File: src/rtl/gpr_seq.sv
// -----------------------------------------------------------------------------
// gpr_seq -- fetch/execute sequencer for the R0..R7 register file (R7 = PC).
//
// Moore FSM that drives the register-file strobes, the write-data mux select,
// IR load and the memory handshake.
//
// Compile-time option:
//   GPR_SEQ_TIMEOUT_EN  when defined, every memory wait (fetch, LD, ST) is
//                       bounded by TIMEOUT cycles. On expiry the sequencer
//                       halts with BUSERR=1. When undefined, waits are
//                       unbounded and BUSERR is tied to 0.
//
// Parameters:
//   TIMEOUT   maximum MRDY wait cycles before a bus error (timeout build only)
//
// Ports:
//   CLK      in   clock, rising edge
//   RESET    in   synchronous active-high reset
//   IR[15:0] in   current instruction; opcode in IR[15:13]
//   MRDY     in   memory ready; completes MEM_RD/MEM_WR on the edge where high
//   WED      out  write register IR[9:7]
//   WE7      out  write R7 (PC)
//   REA      out  gate register IR[12:10] to QA
//   REA7     out  gate R7 to QA (memory address)
//   REB      out  gate register IR[6:4] to QB
//   RED2B    out  gate register IR[9:7] to QB (store data)
//   DSEL     out  D mux: 00 ALU, 01 mem data, 10 QA+2, 11 reset vector
//   PASSA    out  force ALU to pass QA
//   IR_LD    out  load IR from memory data on this edge
//   MEM_RD   out  memory read request
//   MEM_WR   out  memory write request
//   HALTED   out  sequencer stopped
//   ILL      out  stopped on an illegal opcode
//   BUSERR   out  stopped on an MRDY timeout
// -----------------------------------------------------------------------------
module gpr_seq #(
   parameter int TIMEOUT = 255
) (
   input  logic        CLK,
   input  logic        RESET,
   input  logic [15:0] IR,
   input  logic        MRDY,
   output logic        WED,
   output logic        WE7,
   output logic        REA,
   output logic        REA7,
   output logic        REB,
   output logic        RED2B,
   output logic [1:0]  DSEL,
   output logic        PASSA,
   output logic        IR_LD,
   output logic        MEM_RD,
   output logic        MEM_WR,
   output logic        HALTED,
   output logic        ILL,
   output logic        BUSERR
);

   localparam logic [2:0] S_IDLE = 3'd0;
   localparam logic [2:0] S_VEC  = 3'd1;
   localparam logic [2:0] S_F1   = 3'd2;
   localparam logic [2:0] S_F2   = 3'd3;
   localparam logic [2:0] S_EX   = 3'd4;
   localparam logic [2:0] S_HALT = 3'd5;

   localparam logic [2:0] OP_ALU = 3'b000;
   localparam logic [2:0] OP_ST  = 3'b001;
   localparam logic [2:0] OP_LD  = 3'b010;
   localparam logic [2:0] OP_JMP = 3'b011;
   localparam logic [2:0] OP_HLT = 3'b111;

   localparam logic [1:0] D_ALU = 2'b00;
   localparam logic [1:0] D_MEM = 2'b01;
   localparam logic [1:0] D_PC2 = 2'b10;
   localparam logic [1:0] D_VEC = 2'b11;

   logic [2:0] state_q, state_d;
   logic       ill_q, ill_d;
   logic [2:0] op;
   logic       wait_st;   // state is waiting on MRDY
   logic       tmo;       // wait timed out on this edge

   // Register selects are applied by the register file, not here.
   logic [12:0] ir_unused;
   assign ir_unused = IR[12:0];

   assign op = IR[15:13];

   assign wait_st = (state_q == S_F1) ||
                    ((state_q == S_EX) && ((op == OP_ST) || (op == OP_LD)));

`ifdef GPR_SEQ_TIMEOUT_EN
   logic [7:0] cnt_q, cnt_d;
   logic       buserr_q;

   // Counter is zero whenever no wait is in progress, so it is already clear
   // on entry to F1, ST and LD. The timeout fires on the edge that would make
   // the count reach TIMEOUT; MRDY=1 on that edge suppresses it.
   assign cnt_d = (wait_st && !MRDY) ? cnt_q + 8'd1 : 8'd0;
   assign tmo   = wait_st && !MRDY && ({1'b0, cnt_q} + 9'd1 == 9'(TIMEOUT));

   always_ff @(posedge CLK) begin
      if (RESET) begin
         cnt_q    <= 8'd0;
         buserr_q <= 1'b0;
      end else begin
         cnt_q    <= cnt_d;
         buserr_q <= buserr_q | tmo;
      end
   end

   assign BUSERR = buserr_q;
`else
   logic [7:0] timeout_unused;
   assign timeout_unused = TIMEOUT[7:0];
   assign tmo    = 1'b0;
   assign BUSERR = 1'b0;
`endif

   // Next-state logic
   always_comb begin
      state_d = state_q;
      ill_d   = ill_q;
      case (state_q)
         S_IDLE: state_d = S_VEC;
         S_VEC:  state_d = S_F1;
         S_F1: begin
            if (MRDY)     state_d = S_F2;
            else if (tmo) state_d = S_HALT;
         end
         S_F2:   state_d = S_EX;
         S_EX: begin
            case (op)
               OP_ALU, OP_JMP: state_d = S_F1;
               OP_ST, OP_LD: begin
                  if (MRDY)     state_d = S_F1;
                  else if (tmo) state_d = S_HALT;
               end
               OP_HLT: begin
                  state_d = S_HALT;
                  ill_d   = 1'b0;
               end
               default: begin
                  state_d = S_HALT;
                  ill_d   = 1'b1;
               end
            endcase
         end
         S_HALT: state_d = S_HALT;
         default: state_d = S_IDLE;
      endcase
   end

   always_ff @(posedge CLK) begin
      if (RESET) begin
         state_q <= S_IDLE;
         ill_q   <= 1'b0;
      end else begin
         state_q <= state_d;
         ill_q   <= ill_d;
      end
   end

   // Output decode: state (plus IR opcode in EX), gated by MRDY only where a
   // write must coincide with completion of a memory read.
   always_comb begin
      WED    = 1'b0;
      WE7    = 1'b0;
      REA    = 1'b0;
      REA7   = 1'b0;
      REB    = 1'b0;
      RED2B  = 1'b0;
      DSEL   = D_ALU;
      PASSA  = 1'b0;
      IR_LD  = 1'b0;
      MEM_RD = 1'b0;
      MEM_WR = 1'b0;
      case (state_q)
         S_VEC: begin
            WE7  = 1'b1;
            DSEL = D_VEC;
         end
         S_F1: begin
            REA7   = 1'b1;
            MEM_RD = 1'b1;
            DSEL   = D_MEM;
            IR_LD  = MRDY;
         end
         S_F2: begin
            REA7 = 1'b1;
            DSEL = D_PC2;
            WE7  = 1'b1;
         end
         S_EX: begin
            case (op)
               OP_ALU: begin
                  REA  = 1'b1;
                  REB  = 1'b1;
                  DSEL = D_ALU;
                  WED  = 1'b1;
               end
               OP_ST: begin
                  REA    = 1'b1;
                  RED2B  = 1'b1;
                  MEM_WR = 1'b1;
               end
               OP_LD: begin
                  REA    = 1'b1;
                  MEM_RD = 1'b1;
                  DSEL   = D_MEM;
                  WED    = MRDY;
               end
               OP_JMP: begin
                  REA   = 1'b1;
                  PASSA = 1'b1;
                  DSEL  = D_ALU;
                  WE7   = 1'b1;
               end
               default: ;  // HLT and illegal opcodes: no side effects
            endcase
         end
         default: ;
      endcase
   end

   assign HALTED = (state_q == S_HALT);
   assign ILL    = ill_q;

endmodule

File: config.mk
export PLATFORM = sky130hd
export DESIGN_NAME = gpr_seq
export DESIGN_NICKNAME = d
export VERILOG_FILES = /design/src/rtl/gpr_seq.sv
export SDC_FILE = /design/constraint.sdc
export NUM_CORES = 1
export LEC_CHECK = 0
export ABC_CLOCK_PERIOD_IN_PS = 3900
export BUFFER_PORTS_ARGS = -buffer_cell sky130_fd_sc_hd__buf_2
export CORE_AREA = 10 10 47 49
export CTS_BUF_LIST = sky130_fd_sc_hd__clkbuf_4 sky130_fd_sc_hd__clkbuf_8
export DETAILED_ROUTE_END_ITERATION = 7
export DIE_AREA = 0 0 57 59
export HOLD_SLACK_MARGIN = 0.05
export PLACE_DENSITY_LB_ADDON = 0.15
export SLEW_MARGIN = 20
export SYNTH_ARGS = -nofsm -noshare
export SYNTH_HDL_FRONTEND = slang
export SYNTH_SLANG_ARGS = --single-unit
File: constraint.sdc
create_clock -name CLK -period 3.9 [get_ports CLK]
set_clock_uncertainty 0.05 [all_clocks]
set_input_delay 0.975 -clock CLK [delete_from_list [all_inputs] [get_ports CLK]]
set_output_delay 0.975 -clock CLK [all_outputs]
set_load 0.005 [all_outputs]
# == Word-level counts from Yosys, hierarchy flattened ==
# Cells that the tools add are included.
# op_classes
shift,0
n_mux,22
magnitude_cmp,0
mul,0
reduce_logical,9
addsub,0
eq_ne,11
div,0
bitwise_logic,1
# ops
op,count
3-bit case mux with 6 select lines,1
1-bit two-way mux,13
3-bit by 2-bit equality test with 1-bit output (second input constant),4
3-bit equality test (second input constant),3
1-bit case mux with 2 select lines,4
2-bit case mux with 4 select lines,1
2-bit OR reduction,4
3-bit by 1-bit equality test with 1-bit output (second input constant),2
3-bit logical NOT,2
3-bit two-way mux,2
3-bit case mux with 2 select lines,1
2-bit AND reduction,2
4-bit OR reduction,1
3-bit inequality test (second input constant),1
2-bit inequality test (second input constant),1
1-bit NOT,1
# totals
latchBits,0
regBits,4
mem_count,0
ramBits,0
mem_bits_ro,0

# == Depth between registers and ports, before layout ==
# Gate-level depths: netlist (run 1).
# logic_depth
word_depth,4
depth_mapped,6
depth_no_buf,4

# == Worst setup path before layout (run 1) ==
# OpenSTA, ideal clock, no wires.
# synth_path
kind,input to output
from,in IR[15]
to,out RED2B
stages,4
path_slack_ns,0.848
t_arrival_ns,2.027
n_path_buf,2
path_cell_list,or4b_4 -> buf_6 -> nor3b_1 -> buf_4
# synth_between
elab_chain_cells,3
# synth_rtl
item,line_no,source
"start, declared",41,"input logic [15:0] IR,"
3-bit by 1-bit equality test with 1-bit output,-,
1-bit two-way mux (2 in a row),-,
"end, declared",48,"output logic RED2B,"
# Every way passes these cells.

# == Worst setup path in the final report (run 1) ==
# layout_path
from,in IR[15]
to,out WE7
# layout_between
elab_chain_cells,3
# layout_rtl
item,line_no,source
3-bit by 2-bit equality test with 1-bit output,195,case (op)
1-bit two-way mux,195,
1-bit case mux with 2 select lines,178,case (state_q)
"end, declared",44,"output logic WE7,"
# Every way passes these cells.

==> impl_metrics.py, run 1 <==
metrics = {
    "run_status": {
        "outcome": "complete, no violations",
    },
    "logic_synthesis": {
        "yosys.area_share.simple": 0.397,
        "yosys.area_share.adder": 0,
        "synth_edf_count": 0,
        "async_flop_share": 0,
        "ys_ff_latch": 4,
        "syn_area_per_cell_um2": 7.89,
        "synth_ff_type": "dfxtp_1",
        "yosys_warnings": 0,
        "syn_inst": 46,
        "synth_xor_area_frac": 0.0483,
        "syn_area_um2": 363,
        "synth_nets": 65,
        "synth_top_family_by_area": "simple AND/OR/NAND/NOR gates",
        "muxShareOfSynthArea": 0,
        "synth_seq_area_share": 0.221,
        "ys_types": 28,
        "synth-compound-area-share": 0.162,
    },
    "clock_network": {
        "clockRootBuffer": "clkbuf_4",
        "cts_setup_buffers": 0,
        "insertion_delay_ns": 0.23,
        "cts_sinks": 4,
        "cts_hold_buf": 0,
        "ctsResizeCount": 0,
        "path_clk_slew_ns": 0.04,
        "htreeDepth": 1,
        "cts_tree": "done",
        "clockBufferDepth": 2,
        "cts-buffers-inserted": 3,
    },
    "finish": {
        "drive_above_1_share": 0.426,
        "diodes": 0,
        "area_growth_pct": 24.1,
        "final_core_util": 0.321,
        "layout_commonest_cell": "buf_2",
        "layout_common_cells": "19 x buf_2, 6 x nor2_1, 4 x dfxtp_1",
        "stdcell_count": 77,
        "finalNetCount": 82,
    },
    "placed_design": {
        "place_inst": 74,
        "dpl.hpwl_um": 807,
        "place_ws_ns": 0.814,
        "gp_congestion": 0.628,
        "io_buffers": 19,
    },
    "critical_path": {
        "startpoint_type": "primary input",
        "crit_required_ns": 2.87,
        "critPathMostFrequentCell": "buf_2",
        "critPathCaptureType": "output pin",
        "cp_slowest_cell": "or4b_4",
        "crit_chain": "buf_2 -> or4b_4 -> clkinv_2 -> and3_4 -> or2_1 -> buf_2",
        "crit_arrival_ns": 2.05,
        "timing_worst_setup_path_type": "in -> out",
        "crit_fanout": 6,
        "slowest_delay_ns": 0.53,
    },
    "sta": {
        "setup-violations-final": 0,
        "drv_slew": 0,
        "hold_slack_ns": 0.447,
        "rsz0062_at_grt": "false",
        "period_needed_ns": 3.08,
        "timing.final.ws_setup_ns": 0.821,
        "fmax_mhz": 325,
        "tns_ns": 0,
        "finalCritPeriodShare": 0.789,
        "hold_violations": 0,
    },
    "power": {
        "powerDensity_nw_per_um2": 383,
        "peakVddDrop_mv": 0.0919,
        "power.leakage_nw": 0.227,
    },
    "routing": {
        "via_per_inst": 4.82,
        "drc": 0,
        "route.vias.total": 371,
        "initialDrtViolationCount": 10,
        "postRouteAntennaNets": 0,
        "wirelength_um": 996,
        "wl_per_cell_um": 12.9,
        "firstDrtPassIters": 4,
    },
    "global_route": {
        "antenna_found_initial": 0,
        "top_usage_layer": "met2",
        "grt_start_max_net_pins": 12,
        "globalRoute.totalOverflow": 0,
        "grt_util_all_layers": 0.0605,
        "gr-usage-met1": 0.0701,
        "grt_pass1_vias": 407,
        "use_met3": 0.0322,
        "grt_pass1_wl_um": 1690,
        "use_met2": 0.0837,
    },
    "floorplanning": {
        "num_io_pins": 34,
        "die_h_um": 59,
        "dieArea_um2": 3360,
        "start_util": 0.259,
        "die_w_um": 57,
        "coreArea_um2": 1400,
        "rows": 14,
    },
    "hold_path": {
        "hold_path_class": "reg -> reg",
    },
    "job": {
        "drv_cap": 0,
    },
}
==> layer usage <==
metal  part of all wire  wire [um]  vias up
met5                  0          0        -
met4                  0          0        0
met3               0.11        109        0
met2               0.44        434       20
met1               0.45        451      162
li1                   -          -      189
==> synth_stat cells (all sizes together), types with 2 or more instances <==
cell type | number | area share
nor2 | 6 | 0.062
buf | 5 | 0.12
dfxtp | 4 | 0.22
a31oi | 2 | 0.034
and3b | 2 | 0.048
clkbuf | 2 | 0.021
nor2b | 2 | 0.034
nor3 | 2 | 0.028
nor3b | 2 | 0.041
o21ai | 2 | 0.028
o2bb2ai | 2 | 0.048
==> worst paths after layout <==
kind / slack [ns] / to / cells past startpoint / startpoint
worst max-delay path: 0.82 / WE7 / 6 / IR[15]
worst min-delay path: 0.45 / ILL / 2 / ILL
worst max register to register: 2.49 / state_q[1] / 3 / state_q[2]
worst min register to register: 0.45 / ILL / 2 / ILL
==> stage by stage <==
step / power (mW) / instance area (um^2)
finish: 0.172 / 450
global route: 0.186 / 450
CTS: 0.177 / 450
detailed placement: 0.125 / 428
global placement: 0.125 / 428
floorplan: 0.103 / 363
==> state kept, by name, summed over array words and instances, names as in the netlist <==
register  flops
state_q       3
ILL           1
==> power breakdown <==
| group | internal (mW) | leakage (nW) | switching, mW |
|---|---|---|---|
| combinational | 0.0317 | 0.181 | 0.0292 |
| sequential | 0.0473 | 0.0328 | 0.0140 |
| clock | 0.0343 | 0.0138 | 0.0158 |
==> cells by family (layout without fill, tap and decap cells) <==
logic type | count (synthesis) | count (layout)
AOI/OAI and AO/OA | 8 | 8
xor gates and xnor gates | 2 | 2
buffers and inverters | 9 | 24
DFF | 4 | 4
other | 1 | 1
and+or+nand+nor | 22 | 22
==> layout make-up <==
| type | count | area, um^2 |
|---|---|---|
| Tap cell | 16 | 20.0 |
| Fill cell | 171 | 951 |
| Multi-Input combinational cell | 33 | 224 |
| Inverter | 2 | 8.76 |
| Timing Repair Buffer | 19 | 95.1 |
| Clock buffer | 3 | 22.5 |
| Sequential cell | 4 | 80.1 |
==> worst max-delay path: cells and delay by family <==
kind	cells	cell delay (ns)
and+or+nand+nor	3	0.79
buffers and inverters	3	0.29
(Power assumes the default switching activity.)
==> run 2: changes to the inputs <==
- ABC_CLOCK_PERIOD_IN_PS: 3900 -> 2700
- clock period: 3.9 -> 2.7 ns (I/O delays scaled with it)
==> impl_metrics.py, run 2 (synthesis results as in run 1) <==
metrics = {
    "sta": {
        "hold_violations": 0,
        "finalCritPeriodShare": 0.920,
        "rsz0062_at_grt": "false",
        "fmax_mhz": 403,
        "drv_slew": 0,
        "period_needed_ns": 2.48,
        "setup-violations-final": 0,
        "tns_ns": 0,
    },
    "global_route": {
        "grt_util_all_layers": 0.0616,
        "grt_pass1_vias": 411,
        "top_usage_layer": "met1",
        "gr-usage-met1": 0.0825,
        "use_met3": 0.0258,
        "grt_pass1_wl_um": 1740,
        "antenna_found_initial": 0,
        "grt_start_max_net_pins": 11,
        "use_met2": 0.0806,
        "globalRoute.totalOverflow": 0,
    },
    "critical_path": {
        "crit_arrival_ns": 1.76,
        "cp_slowest_cell": "or4b_4",
        "critPathMostFrequentCell": "buf_2",
        "slowest_delay_ns": 0.53,
        "cp_top_family": "simple AND/OR/NAND/NOR gates",
        "timing_worst_setup_path_type": "in -> out",
        "path_depth": 6,
        "startpoint_type": "primary input",
        "crit_chain": "buf_2 -> or4b_4 -> clkinv_2 -> and3_4 -> or2_1 -> buf_2",
        "reg2reg_depth": 3,
        "reg2reg_to": "state_q[1]",
        "crit_fanout": 6,
        "worst-path-buf-inv": 3,
        "r2r_slack_ns": 1.31,
        "critPathCaptureType": "output pin",
        "rr_startpoint": "state_q[0]",
        "crit_required_ns": 1.98,
    },
    "finish": {
        "layout_commonest_cell": "buf_2",
        "layout_common_cells": "19 x buf_2, 6 x nor2_1, 4 x dfxtp_1",
        "multi_input_area_um2": 224,
        "area_growth_pct": 26.2,
        "largest_reg_flops": 3,
        "drive_above_1_share": 0.435,
        "seq_area_um2": 80.1,
        "diodes": 0,
        "fill_cells": 164,
        "finalNetCount": 83,
        "regMostFlops": "state_q",
        "fin_area_um2": 458,
    },
    "floorplanning": {
        "die_h_um": 59,
        "rows": 14,
        "dieArea_um2": 3360,
        "start_util": 0.259,
        "die_w_um": 57,
        "num_io_pins": 34,
        "coreArea_um2": 1400,
    },
    "hold_path": {
        "holdPathStages": 2,
        "hold_path_class": "reg -> reg",
        "min_to": "ILL",
        "hp-start": "ILL",
    },
    "clock_network": {
        "ctsResizeCount": 0,
        "htreeDepth": 1,
        "path_clk_slew_ns": 0.04,
        "cts_hold_buf": 0,
        "insertion_delay_ns": 0.24,
        "clockRootBuffer": "clkbuf_4",
        "cts_setup_buffers": 0,
        "cts_sinks": 4,
        "clockBufferDepth": 2,
        "cts-buffers-inserted": 3,
        "cts_tree": "done",
    },
    "run_status": {
        "outcome": "complete, no violations",
    },
    "routing": {
        "route.vias.total": 378,
        "firstDrtPassIters": 4,
        "wl_per_cell_um": 12.8,
        "wirelength_um": 1000,
        "drc": 0,
        "initialDrtViolationCount": 8,
        "via_per_inst": 4.85,
        "postRouteAntennaNets": 0,
    },
    "power": {
        "peakVddDrop_mv": 0.146,
        "powerDensity_nw_per_um2": 557,
        "power.leakage_nw": 0.233,
    },
    "placed_design": {
        "dpl.hpwl_um": 798,
        "gp_congestion": 0.630,
        "io_buffers": 19,
        "placedInstanceArea_um2": 435,
    },
    "job": {
        "drv_cap": 0,
    },
}
run 2: changes by cell type in the layout (fill, tap and decap cells not counted):
cell   change
buf_4      +1
run 2: cell type report:
cell class / count / area share
timing repair buffer: 20 / 0.224
sequential: 4 / 0.175
inverter: 2 / 0.0191
tap: 16 / 0.0437
clock buffer: 3 / 0.0492
multi-input combinational: 33 / 0.489
run 2: worst register-to-register path: cells and delay by family, from the launching register on:
kind	cells	cell delay, ns
compound gates	1	0.11
simple gates	2	0.79
flops	1	0.39
run 2: worst max-delay path by stage:
| stage | start | end | slack [ns] |
|---|---|---|---|
| 3_3_place_gp | IR[15] | WE7 | 0.21 |
| 2_1_floorplan | IR[15] | RED2B | 0.25 |
| 3_5_place_dp | IR[15] | WE7 | 0.22 |
| 4_1_cts | IR[15] | WE7 | 0.21 |
| 5_1_grt | IR[15] | RED2B | 0.13 |
| 6_report | IR[15] | WE7 | 0.22 |
run 2: power breakdown:
part | total (mW) | internal (mW) | leakage [nW] | switching, mW
clock network | 0.0753 | 0.0498 | 0.0138 | 0.0255
logic | 0.0939 | 0.0476 | 0.186 | 0.0463
registers | 0.0857 | 0.0682 | 0.0328 | 0.0175
total | 0.255 | 0.166 | 0.233 | 0.0893
run 2: layer usage:
layer	vias to the layer above	wire length [um]
met5	-	0
met2	20	411
met1	166	506
met4	0	0
li1	192	-
met3	0	83
run 2: per-stage QoR:
| stage | total power [mW] | worst slack, ns | cells | hold WS, ns | utilization |
|---|---|---|---|---|---|
| 2_1_floorplan | 0.149 | 0.248 | 46 | 0.437 | - |
| 3_3_place_gp | 0.183 | 0.213 | 75 | 0.446 | 0.311 |
| 3_5_place_dp | 0.182 | 0.216 | 75 | 0.455 | 0.311 |
| 4_1_cts | 0.260 | 0.210 | 78 | 0.459 | 0.327 |
| 5_1_grt | 0.276 | 0.126 | 78 | 0.521 | 0.327 |
| 6_report | 0.255 | 0.217 | 78 | 0.456 | 0.327 |
